## config.mk

```make
export PLATFORM = sky130hd
export DESIGN_NAME = bcd_modulo_register
export DESIGN_NICKNAME = d
export VERILOG_FILES = /design/src/rtl/bcd_modulo_register_pkg.sv /design/src/rtl/bcd_modulo_register_digit_step.sv /design/src/rtl/bcd_modulo_register.sv
export SDC_FILE = /design/constraint.sdc
export NUM_CORES = 1
export LEC_CHECK = 0
export BUFFER_PORTS_ARGS = -buffer_cell sky130_fd_sc_hd__buf_4
export CORE_MARGIN = 4
export CORE_UTILIZATION = 60
export DETAILED_ROUTE_END_ITERATION = 12
export HOLD_SLACK_MARGIN = 0.12
export PLACE_DENSITY = 0.87
export SYNTH_ARGS = -nofsm -noshare
export SYNTH_HDL_FRONTEND = slang
export SYNTH_SLANG_ARGS = --single-unit
```

## constraint.sdc

```tcl
create_clock -name clk -period 8 [get_ports clk]
set_input_delay 0 -clock clk [delete_from_list [all_inputs] [get_ports clk]]
set_output_delay 0 -clock clk [all_outputs]
set_load 0.01 [all_outputs]
```

## src/rtl/bcd_modulo_register_pkg.sv

```systemverilog
// Shared clock-datapath constants and BCD helpers for the modulo counter.
// Range constants cover seconds/minutes, 24-hour and 12-hour hour registers.
package bcd_modulo_register_pkg;

  localparam int BCD_W      = 4;
  localparam int SEC_MIN_MAX = 59;
  localparam int HOUR24_MAX  = 23;
  localparam int HOUR12_MIN  = 1;
  localparam int HOUR12_MAX  = 12;

  // Decimal 0..99 to packed {tens, units} BCD.
  function automatic logic [2*BCD_W-1:0] to_bcd(input int v);
    logic [BCD_W-1:0] tens;
    logic [BCD_W-1:0] units;
    tens  = BCD_W'(v / 10);
    units = BCD_W'(v % 10);
    return {tens, units};
  endfunction

endpackage

```

## src/rtl/bcd_modulo_register_digit_step.sv

```systemverilog
// One BCD digit plus or minus one with 9<->0 wrap; wrap_o flags carry or borrow.
// Non-BCD inputs are treated as wrapping so they never propagate.
module bcd_digit_step
  import bcd_modulo_register_pkg::*;
(
  input  logic [BCD_W-1:0] d_i,
  input  logic             down_i,
  output logic [BCD_W-1:0] q_o,
  output logic             wrap_o
);

  always_comb begin
    q_o    = d_i;
    wrap_o = 1'b0;
    if (down_i) begin
      if (d_i == 4'd0 || d_i > 4'd9) begin
        q_o    = 4'd9;
        wrap_o = 1'b1;
      end else begin
        q_o = d_i - 4'd1;
      end
    end else begin
      if (d_i >= 4'd9) begin
        q_o    = 4'd0;
        wrap_o = 1'b1;
      end else begin
        q_o = d_i + 4'd1;
      end
    end
  end

endmodule

```

## src/rtl/bcd_modulo_register.sv

```systemverilog
// Two-digit BCD up/down counter modulo [MIN_VALUE, MAX_VALUE] with validated load.
// One cycle from en/load to data; overflow/underflow are combinational for chaining.
module bcd_modulo_register
  import bcd_modulo_register_pkg::*;
#(
  parameter int MIN_VALUE   = 0,
  parameter int MAX_VALUE   = 59,
  parameter int RESET_VALUE = MIN_VALUE
) (
  input  logic             clk,
  input  logic             reset_n,
  input  logic             en,
  input  logic             down,
  input  logic             load,
  input  logic [BCD_W-1:0] load_msd,
  input  logic [BCD_W-1:0] load_lsd,
  output logic [BCD_W-1:0] data_msd,
  output logic [BCD_W-1:0] data_lsd,
  output logic             overflow,
  output logic             underflow,
  output logic             load_err
);

  localparam logic [2*BCD_W-1:0] MIN_BCD   = to_bcd(MIN_VALUE);
  localparam logic [2*BCD_W-1:0] MAX_BCD   = to_bcd(MAX_VALUE);
  localparam logic [2*BCD_W-1:0] RESET_BCD = to_bcd(RESET_VALUE);
  localparam logic [8:0]         MIN_V9    = 9'(MIN_VALUE);
  localparam logic [8:0]         MAX_V9    = 9'(MAX_VALUE);

  logic [BCD_W-1:0] msd_q, msd_d;
  logic [BCD_W-1:0] lsd_q, lsd_d;
  logic             load_err_q, load_err_d;

  logic [BCD_W-1:0] msd_step, lsd_step;
  logic             msd_wrap, lsd_wrap;
  logic [8:0]       cur_val, load_val;
  logic             cur_ok, load_ok, at_min, at_max;

  bcd_digit_step u_lsd (
    .d_i    (lsd_q),
    .down_i (down),
    .q_o    (lsd_step),
    .wrap_o (lsd_wrap)
  );

  bcd_digit_step u_msd (
    .d_i    (msd_q),
    .down_i (down),
    .q_o    (msd_step),
    .wrap_o (msd_wrap)
  );

  // Range checks use value+1 > MIN so a zero minimum needs no special case.
  assign cur_val  = 9'(msd_q) * 9'd10 + 9'(lsd_q);
  assign load_val = 9'(load_msd) * 9'd10 + 9'(load_lsd);
  assign cur_ok   = (msd_q <= 4'd9) && (lsd_q <= 4'd9) &&
                    (cur_val + 9'd1 > MIN_V9) && (cur_val <= MAX_V9);
  assign load_ok  = (load_msd <= 4'd9) && (load_lsd <= 4'd9) &&
                    (load_val + 9'd1 > MIN_V9) && (load_val <= MAX_V9);
  assign at_min   = ({msd_q, lsd_q} == MIN_BCD);
  assign at_max   = ({msd_q, lsd_q} == MAX_BCD);

  assign overflow  = en & ~down & ~load & at_max;
  assign underflow = en &  down & ~load & at_min;

  always_comb begin
    msd_d      = msd_q;
    lsd_d      = lsd_q;
    load_err_d = 1'b0;
    if (load) begin
      if (load_ok) begin
        msd_d = load_msd;
        lsd_d = load_lsd;
      end else begin
        load_err_d = 1'b1;
      end
    end else if (en) begin
      // Wrap on the full two-digit value; a stray state recovers to the range end.
      if (!cur_ok || (lsd_wrap && msd_wrap)) begin
        {msd_d, lsd_d} = down ? MAX_BCD : MIN_BCD;
      end else if (down && at_min) begin
        {msd_d, lsd_d} = MAX_BCD;
      end else if (!down && at_max) begin
        {msd_d, lsd_d} = MIN_BCD;
      end else begin
        lsd_d = lsd_step;
        msd_d = lsd_wrap ? msd_step : msd_q;
      end
    end
  end

  always_ff @(posedge clk) begin
    if (!reset_n) begin
      msd_q      <= RESET_BCD[2*BCD_W-1:BCD_W];
      lsd_q      <= RESET_BCD[BCD_W-1:0];
      load_err_q <= 1'b0;
    end else begin
      msd_q      <= msd_d;
      lsd_q      <= lsd_d;
      load_err_q <= load_err_d;
    end
  end

  assign data_msd = msd_q;
  assign data_lsd = lsd_q;
  assign load_err = load_err_q;

endmodule

```

==> out/summary.txt, run 1 <==
Max Clock Freq: 291.4 MHz
dpl cell area: 1694 sq um
Die H: 58.36 um
top cell type by total area after synthesis: ha_1
Cell variety after synth: 56
slowest CP cell: dfxtp_1
LEAKAGE: 0.8062 nW
min-delay src: load_lsd[3]
Primary FF master, synth: dfxtp_1
worst hold path depth: 5
Post-Syn Nets: 224
first-pass GRT wire length: 7003 um
warnings from Yosys: 0
outcome: completed
# rows: 17
Post-Syn Area per Cell: 8.224 sq um
Worst setup SP type: register
routed wire length per instance: 16.52 um
initial antenna violation count: 0
Post-synth EDFFs: 0
CTS tree: built
commonest non-fill, non-tap cell in the layout: buf_4
Fin Setup TNS: 0 ns
r2r setup slk: 4.57 ns
# fillers: 157
CP max FO: 18
Worst Clk Skew: 0.005520 ns
total wire length: 4014 um
Worst-Margin Slew: 0.6185 ns
Area Growth Syn to Fin: 19.00%
H-tree depth: 1
Register Area: 180.2 sq um
Total GRT Usage: 0.2634
minimum clock period: 3.432 ns
largest net degree at the start of global routing: 21
number of remaining DRC errors: 0
I/O Pins: 24
Core Area: 2318 sq um
Crit path top cell by count: ha_1
Multi-input gate area: 1261 sq um
Setup violations, final: 0
Hold Crit Class: in2reg
final hold vios: 0
CTS Buf Count: 3
commonest non-fill, non-tap cells in the layout: buf_4, ha_1, nand2_1
crit path kind: reg2reg
CP required: 8.18 ns
Reg clk slew, reported paths: 0.07 ns
Peak VDD IR: 109.5 uV
Initial Util: 0.6562
Routability Congestion: 0.8530
via count: 1,580
post-synth top area share: 0.1809
die width: 58.36 um
1st-iter DRT viols: 66
r2r endpoint: data_lsd[3]
fraction of layout cells with a size suffix above 1: 0.1674
period utilisation layout: 0.4290
postcts setup bufs: 0
final net count: 255
MaxCap Viol Count: 0
fraction of registers with async set/reset: 0
CTS root buffer: clkbuf_4
Synth Register Bits: 9
Via density: 6.502
post-route ant nets: 0
ranking of synthesized cells by area: ha_1, dfxtp_1, fa_1
Cell Chain, Critical Path: ha_1, ha_1, fa_1, nand2_1, a211oi_2, o21ai_1, a2111oi_4, nand3_4, mux2i_1, o41ai_1
WP data arrival: 3.61 ns
pins over their slew limit: 0
Worst-Skew Late Latency: 0.27 ns
Clock Path Buffers: 2
crit-path max cell delay: 0.72 ns
port bufs: 23
FF-to-FF Start: data_msd[3]
Mapped Area: 1521 sq um
Worst Hold Endpoint: data_lsd[3]
TritonRoute pass-1 iters: 6
pwr dens: 136.4 nW/um^2
Slew HR: 0.5871
clk sinks: 9
RSZ-0062 raised after global routing: no
grt ovf: 0
Seq/Total Area, Yosys: 0.1184
vias in the first global route: 1,460
Synth Instances: 185
# diodes: 0
HPWL Detailed: 3089 um
R2R cell count: 10
Design Area, Final: 1810 sq um
crit path capture type: register
die area: 3405 sq um
==> registers in the layout, indices dropped and copies added, names as in the netlist <==
register / flops
data_msd: 4
data_lsd: 4
load_err: 1
==> final cells by class <==
class | instances | area share
flip-flops and latches | 9 | 0.09952
multi-input cells | 158 | 0.6966
well taps | 28 | 0.01935
clock buffers | 4 | 0.01451
repair buffers | 32 | 0.1451
inverters | 12 | 0.02488
==> logic make-up after synthesis <==
kind of cell,synth area share
fa+ha+maj,0.2336
mux,0.03948
buf+inv,0.05263
xor+xnor,0.03454
flops,0.1184
compound gates,0.3141
simple gates,0.2072
==> how the worst max path moves through the flow <==
stage,endpoint,cells after the start,startpoint
global route,data_lsd[0],10,data_msd[3]
finish,data_lsd[3],10,data_msd[3]
detailed placement,data_lsd[3],10,data_msd[3]
floorplan,data_lsd[3],10,data_msd[1]
global placement,data_lsd[3],10,data_msd[3]
CTS,data_lsd[3],10,data_msd[3]
==> Yosys cell counts, types with 3 or more instances <==
master,n
ha_1,22
nand2_1,19
a21oi_1,12
inv_1,12
o21ai_0,11
dfxtp_1,9
nor2_1,8
nand3_1,7
mux2i_1,6
a31oi_1,5
fa_1,4
nor3_1,4
xor2_1,4
nand2b_1,3
nand3b_1,3
nor2b_1,3
nor3b_1,3
==> stage by stage <==
stage	hold WS (ns)	util	setup WS [ns]	std cells	power, mW
floorplan	0.1428	-	5.027	185	0.1658
global placement	0.2633	0.7307	4.730	230	0.1952
detailed placement	0.2790	0.7307	4.586	230	0.2040
CTS	0.1302	0.7809	4.575	243	0.2452
global route	0.1454	0.7809	4.350	243	0.2678
finish	0.1258	0.7809	4.568	243	0.2469
==> repair_timing <==
item / CTS / global route
hold buffers: 9 / 0
resized for setup: 0 / 0
endpoints found under the hold margin: 9 / 0
endpoints found under the setup margin: 0 / 0
==> power breakdown <==
part | internal (mW) | switching [mW] | total, mW
combinational | 0.0672 | 0.0773 | 0.144
sequential | 0.0500 | 0.0151 | 0.0652
clock | 0.0193 | 0.0179 | 0.0372
==> routing by layer <==
layer,GRT usage,share of wire,vias to the layer above
met5,0,0,-
met4,0.08278,0.024,0
met3,0.06140,0.071,16
met2,0.4242,0.49,67
met1,0.3472,0.42,746
li1,-,-,751
==> worst max-delay path, delay by kind of cell, from the launching register on <==
family	cells	cell delay (ns)
AO/OA/AOI/OAI	4	1.05
adder cells (fa/ha/maj)	3	1.14
flip-flops	1	0.72
multiplexers	1	0.15
AND/OR/NAND/NOR	2	0.27
Power figures use the tool's default switching activity.
==> run 2, diff against run 1 <==
--- a/config.mk
+++ b/config.mk
@@ -7,10 +7,10 @@
 export LEC_CHECK = 0
 export BUFFER_PORTS_ARGS = -buffer_cell sky130_fd_sc_hd__buf_4
 export CORE_MARGIN = 4
-export CORE_UTILIZATION = 60
+export CORE_UTILIZATION = 52
 export DETAILED_ROUTE_END_ITERATION = 12
 export HOLD_SLACK_MARGIN = 0.12
-export PLACE_DENSITY = 0.87
+export PLACE_DENSITY = 0.8
 export SYNTH_ARGS = -nofsm -noshare
 export SYNTH_HDL_FRONTEND = slang
 export SYNTH_SLANG_ARGS = --single-unit
==> constraint.sdc (replaced) <==
create_clock -name clk -period 3.1 [get_ports clk]
set_input_delay 0 -clock clk [delete_from_list [all_inputs] [get_ports clk]]
set_output_delay 0 -clock clk [all_outputs]
set_load 0.01 [all_outputs]
==> run 2 against run 1 <==
  * Die area grew 13%
  * Sequential share of layout area is 0.36 points lower
  * Global-route usage shrank 1.6 points
  * Routed wire length increased by 6.0%
  * Register-to-register slack lost 4.4 ns
  * Critical path type is now in2reg
  * Critical endpoint is now data_msd[2]
  * Highest routed layer unchanged
==> out/summary.txt, run 2 (synthesis gave the netlist of run 1 again) <==
outcome: completed
Worst Clk Skew: 0.007173 ns
Fin Setup TNS: 0 ns
Clock Path Buffers: 2
slowest CP cell: dlygate4sd3_1
minimum clock period: 2.958 ns
CP required: 3.25 ns
Initial Util: 0.5470
# diodes: 0
Util after Layout: 0.6757
switching power: 0.2920 mW
crit path capture type: register
Buffers & Inverters on Critical Path: 2
fin cells: 254
CTS tree: built
Multi-input gate area: 1269 sq um
Seq pwr share: 0.224
Die H: 62.09 um
dpl cell area: 1735 sq um
grt ovf: 0
H-tree depth: 1
TritonRoute pass-1 iters: 4
post-route ant nets: 0
Slew HR: 0.6169
share of power burned in the clock network: 0.143
Total GRT Usage: 0.2471
final hold vios: 0
HPWL Detailed: 3184 um
vias in the first global route: 1,479
Via density: 6.358
Place WS: 0.1909 ns
Reg clk slew, reported paths: 0.07 ns
largest net degree at the start of global routing: 21
Cell Chain, Critical Path: dlygate4sd3_1, buf_4, ha_1, ha_1, fa_1, nand3_1, o41a_1, o31ai_4, a21boi_4, a21boi_1, a31oi_1
Inst Count DP: 238
Register Area: 180.2 sq um
die width: 62.09 um
Max Clock Freq: 338.1 MHz
period utilisation layout: 0.9542
Worst-Skew Late Latency: 0.27 ns
Routability Congestion: 0.9191
commonest non-fill, non-tap cell in the layout: buf_4
clk sinks: 9
final net count: 263
crit path kind: in2reg
total wire length: 4253 um
routed wire length per instance: 16.74 um
LEAKAGE: 0.8519 nW
pwr dens: 351.6 nW/um^2
Crit path top cell by count: ha_1
number of remaining DRC errors: 0
1st-iter DRT viols: 124
fraction of layout cells with a size suffix above 1: 0.2018
# fillers: 231
CP max FO: 8
commonest non-fill, non-tap cells in the layout: buf_4, ha_1, nand2_1
Area Growth Syn to Fin: 23.52%
Worst-Margin Slew: 0.5657 ns
I/O Pins: 24
initial antenna violation count: 0
Hold Crit Class: in2reg
Worst setup SP type: input port
Worst Slack Setup Final: 0.1419 ns
CTS Buf Count: 3
combinational share of power: 0.632
switching power share of the total: 0.4419
Setup violations, final: 0
Core Area: 2781 sq um
crit-path max cell delay: 0.57 ns
die area: 3855 sq um
WP data arrival: 3.11 ns
Top Family by Delay on Critical Path: compound AO/OA/AOI/OAI gates
Peak VDD IR: 315.3 uV
via count: 1,615
# rows: 19
pins over their slew limit: 0
port bufs: 23
CTS root buffer: clkbuf_4
Pint: 0.3687 mW
first-pass GRT wire length: 7072 um
Design Area, Final: 1879 sq um
MaxCap Viol Count: 0
==> run 2: layout make-up <==
| class | count | share of cell area |
|---|---|---|
| Clock buffer | 4 | 0.01398 |
| Inverter | 12 | 0.02397 |
| Sequential cell | 9 | 0.09587 |
| Tap cell | 31 | 0.02064 |
| Timing Repair Buffer | 40 | 0.1704 |
| Multi-Input combinational cell | 158 | 0.6751 |
==> run 2: routing by layer <==
layer,track usage,up-vias,wire (um)
li1,-,771,-
met1,0.3333,738,1693
met2,0.4142,91,2120
met3,0.04132,15,338
met4,0.04848,0,101
met5,0,-,0
==> run 2: worst paths after layout <==
path,startpoint,end,slack (ns),cells after the start
hold / removal,load_lsd[2],data_lsd[2],0.14,3
setup / recovery,load_msd[0],data_msd[2],0.14,11
setup reg to reg,data_msd[1],data_lsd[2],0.19,11
hold reg to reg,data_lsd[1],data_lsd[1],0.66,2
==> run 2: metrics by stage <==
stage / total power, mW / hold WS (ns)
floorplan: 0.4278 / 0.1428
global placement: 0.5186 / 0.2592
detailed placement: 0.5401 / 0.2832
CTS: 0.6416 / 0.1347
global route: 0.7152 / 0.1496
finish: 0.6608 / 0.1381
==> run 2: repair_timing <==
| item | in CTS | in global routing |
|---|---|---|
| endpoints found under the hold margin | 9 | 0 |
| setup endpoints to repair | 0 | 3 |
| setup buffers | 0 | 4 |
| gates resized for setup | 0 | 2 |
| hold buffers | 8 | 0 |
==> run 2: power groups by stage <==
stage | logic, mW | clock network, mW | registers (mW)
3_5_place_dp | 0.390 | 0 | 0.150
6_report | 0.418 | 0.0946 | 0.148
5_1_grt | 0.463 | 0.101 | 0.151
4_1_cts | 0.400 | 0.0936 | 0.148
3_3_place_gp | 0.370 | 0 | 0.148
2_1_floorplan | 0.267 | 0 | 0.161
==> run 2: tightest hold or removal path: stages <==
cell and delay, ns:
buf_4 0.11, a22oi_1 0.08, o22ai_1 0.17
==> run 3, diff against run 2 <==
--- a/config.mk
+++ b/config.mk
@@ -5,6 +5,8 @@
 export SDC_FILE = /design/constraint.sdc
 export NUM_CORES = 1
 export LEC_CHECK = 0
+export ABC_AREA = 1
+export ABC_CLOCK_PERIOD_IN_PS = 3100
 export BUFFER_PORTS_ARGS = -buffer_cell sky130_fd_sc_hd__buf_4
 export CORE_MARGIN = 4
 export CORE_UTILIZATION = 52
==> run 3 against run 2 <==
  * Final area grew 4.5%
  * Synthesized area increased by 5.8%
  * Sequential cell count did not move
  * Sequential power rose by 3%
  * Via count increased by 4.8%
  * Utilization is 1.3 points higher
  * First-iteration DRC count fell by 52%
  * Hold slack got worse by 0.0069 ns
  * Critical path depth is 4 higher
  * Clock-buffer cell count unchanged
  * Maximum frequency up 13%
  * Combinational power is 5.7% higher
  * Critical endpoint is now data_msd[3]
  * Largest power group unchanged
==> out/summary.txt, run 3 <==
largest net degree at the start of global routing: 13
outcome: completed
I/O Pins: 24
Worst setup SP type: register
Reg clk slew, reported paths: 0.06 ns
Clock Path Buffers: 2
fraction of layout cells with a size suffix above 1: 0.2527
Routability Congestion: 0.8417
via count: 1,692
warnings from Yosys: 0
minimum clock period: 2.625 ns
RSZ-0062 raised after global routing: no
Worst Slack Setup Final: 0.4750 ns
Post-Syn Nets: 283
slowest CP cell: fa_1
die width: 63.65 um
Post-synth EDFFs: 0
Worst-Margin Slew: 0.3263 ns
initial antenna violation count: 0
die area: 4051 sq um
routed wire length per instance: 13.26 um
first-pass GRT wire length: 6906 um
r2r setup slk: 0.47 ns
crit path capture type: register
post-route ant nets: 0
# rows: 19
R2R cell count: 15
final hold vios: 0
H-tree depth: 1
CP max FO: 7
Worst Hold Endpoint: data_lsd[2]
commonest non-fill, non-tap cells in the layout: nand2_1, buf_4, nand3_1
Fin Setup TNS: 0 ns
crit-path max cell delay: 0.54 ns
Max Clock Freq: 380.9 MHz
Worst Clk Skew: 0.001023 ns
period utilisation layout: 0.8468
CTS root buffer: clkbuf_4
crit path kind: reg2reg
top cell type by total area after synthesis: ha_1
Synth Register Bits: 9
Initial Util: 0.5645
Cell Chain, Critical Path: ha_1, ha_2, fa_1, nand2_1, nor2_1, nand2_1, nand2_2, nand2_2, a21oi_4, nand3_4, buf_4, nor2_8, nor2_8, o21ai_1, nor2_1
Slew HR: 0.7822
Worst-Skew Late Latency: 0.26 ns
commonest non-fill, non-tap cell in the layout: nand2_1
WP data arrival: 2.79 ns
Synth Instances: 244
r2r endpoint: data_msd[3]
Primary FF master, synth: dfxtp_1
worst hold path depth: 3
vias in the first global route: 1,541
ranking of synthesized cells by area: ha_1, nand2_1, dfxtp_1
Hold Crit Class: in2reg
CTS Buf Count: 3
Peak VDD IR: 268.9 uV
count leader, synth: nand2_1
post-synth top area share: 0.1709
total wire length: 4137 um
port bufs: 23
Mapped Area: 1610 sq um
1st-iter DRT viols: 60
Setup violations, final: 0
fraction of registers with async set/reset: 0
TritonRoute pass-1 iters: 4
Via density: 5.423
clk sinks: 9
Core Area: 2853 sq um
number of remaining DRC errors: 0
Cell variety after synth: 35
LEAKAGE: 1.030 nW
CTS tree: built
pwr dens: 350.4 nW/um^2
Die H: 63.65 um
pins over their slew limit: 0
MaxCap Viol Count: 0
Post-Syn Area per Cell: 6.600 sq um
Synth top cells by count: nand2_1, nand3_1, inv_1, ha_1, nor2_1
grt ovf: 0
min-delay src: load_lsd[2]
Area Growth Syn to Fin: 21.99%
final net count: 321
Seq/Total Area, Yosys: 0.1119
# diodes: 0
HPWL Detailed: 3273 um
CP required: 3.26 ns
Total GRT Usage: 0.2100
FF-to-FF Start: data_msd[1]
Place WS: 0.5288 ns
run 3: cell types whose count changed in the layout (fill, tap and decap cells not counted), sizes merged, moves of 6 or more:
cell   change
nand4      +6
nand2     +55
inv       +19
nand3     +23
mux2i      -6
nor2      +16
run 3: worst max-delay path by stage:
stage	from	end	slack, ns	cells after the start
CTS	data_msd[0]	data_lsd[0]	0.07	14
floorplan	data_msd[1]	data_msd[1]	0.53	14
global route	data_msd[1]	data_msd[2]	0.26	15
detailed placement	data_msd[0]	data_msd[2]	0.53	14
global placement	data_msd[0]	data_msd[1]	0.57	14
finish	data_msd[1]	data_msd[3]	0.47	15
run 3: worst max-delay path: cells and delay by family, from the launching register on:
kind                     cells  cell delay [ns]
adder cells (fa/ha/maj)      3             1.03
AND/OR/NAND/NOR              9             0.74
flip-flops                   1             0.31
AO/OA/AOI/OAI                2             0.27
buffers and inverters        1             0.16
run 3: per-stage QoR:
stage / area, sq um / util / total power, mW / cells / hold slack, ns
3_3_place_gp: 1821 / 0.6382 / 0.5584 / 298 / 0.2781
3_5_place_dp: 1821 / 0.6382 / 0.5668 / 298 / 0.2767
5_1_grt: 1964 / 0.6886 / 0.7522 / 312 / 0.1577
2_1_floorplan: 1610 / - / 0.4605 / 244 / 0.1162
4_1_cts: 1927 / 0.6754 / 0.6686 / 310 / 0.1400
6_report: 1964 / 0.6886 / 0.6883 / 312 / 0.1312
run 3: report_power, final:
group / total [mW] / internal (mW) / switching [mW]
sequential: 0.152 / 0.129 / 0.0227
combinational: 0.442 / 0.181 / 0.261
clock: 0.0947 / 0.0498 / 0.0449
total: 0.688 / 0.360 / 0.328
run 3: layout make-up:
cell class                      instances  area (sq um)
Sequential cell                         9         182.7
Clock buffer                            4         26.28
Multi-Input combinational cell        200          1313
Inverter                               33         123.9
Fill cell                             250         888.4
Timing Repair Buffer                   35         280.3
Tap cell                               31         38.79
run 3: cells by family after synthesis:
kind of cell / Yosys count / share of synthesized area
xor gates and xnor gates: 5 / 0.03186
adders and majority gates: 26 / 0.2207
and+or+nand+nor: 141 / 0.4444
AOI/OAI and AO/OA: 28 / 0.1041
DFF: 9 / 0.1119
buffers and inverters: 35 / 0.08702
run 3: repair_timing:
item,in CTS,in global routing
resized for setup,0,10
endpoints found under the hold margin,9,0
buffers inserted,0,3
hold buffers,8,0
endpoints found under the setup margin,0,1
run 3: layer usage:
| layer | track usage | routed length (um) | up-vias |
|---|---|---|---|
| met1 | 0.2843 | 1923 | 753 |
| met4 | 0.03774 | 54 | 0 |
| met2 | 0.3507 | 1960 | 54 |
| li1 | - | - | 877 |
| met3 | 0.03552 | 199 | 8 |
| met5 | 0 | 0 | - |
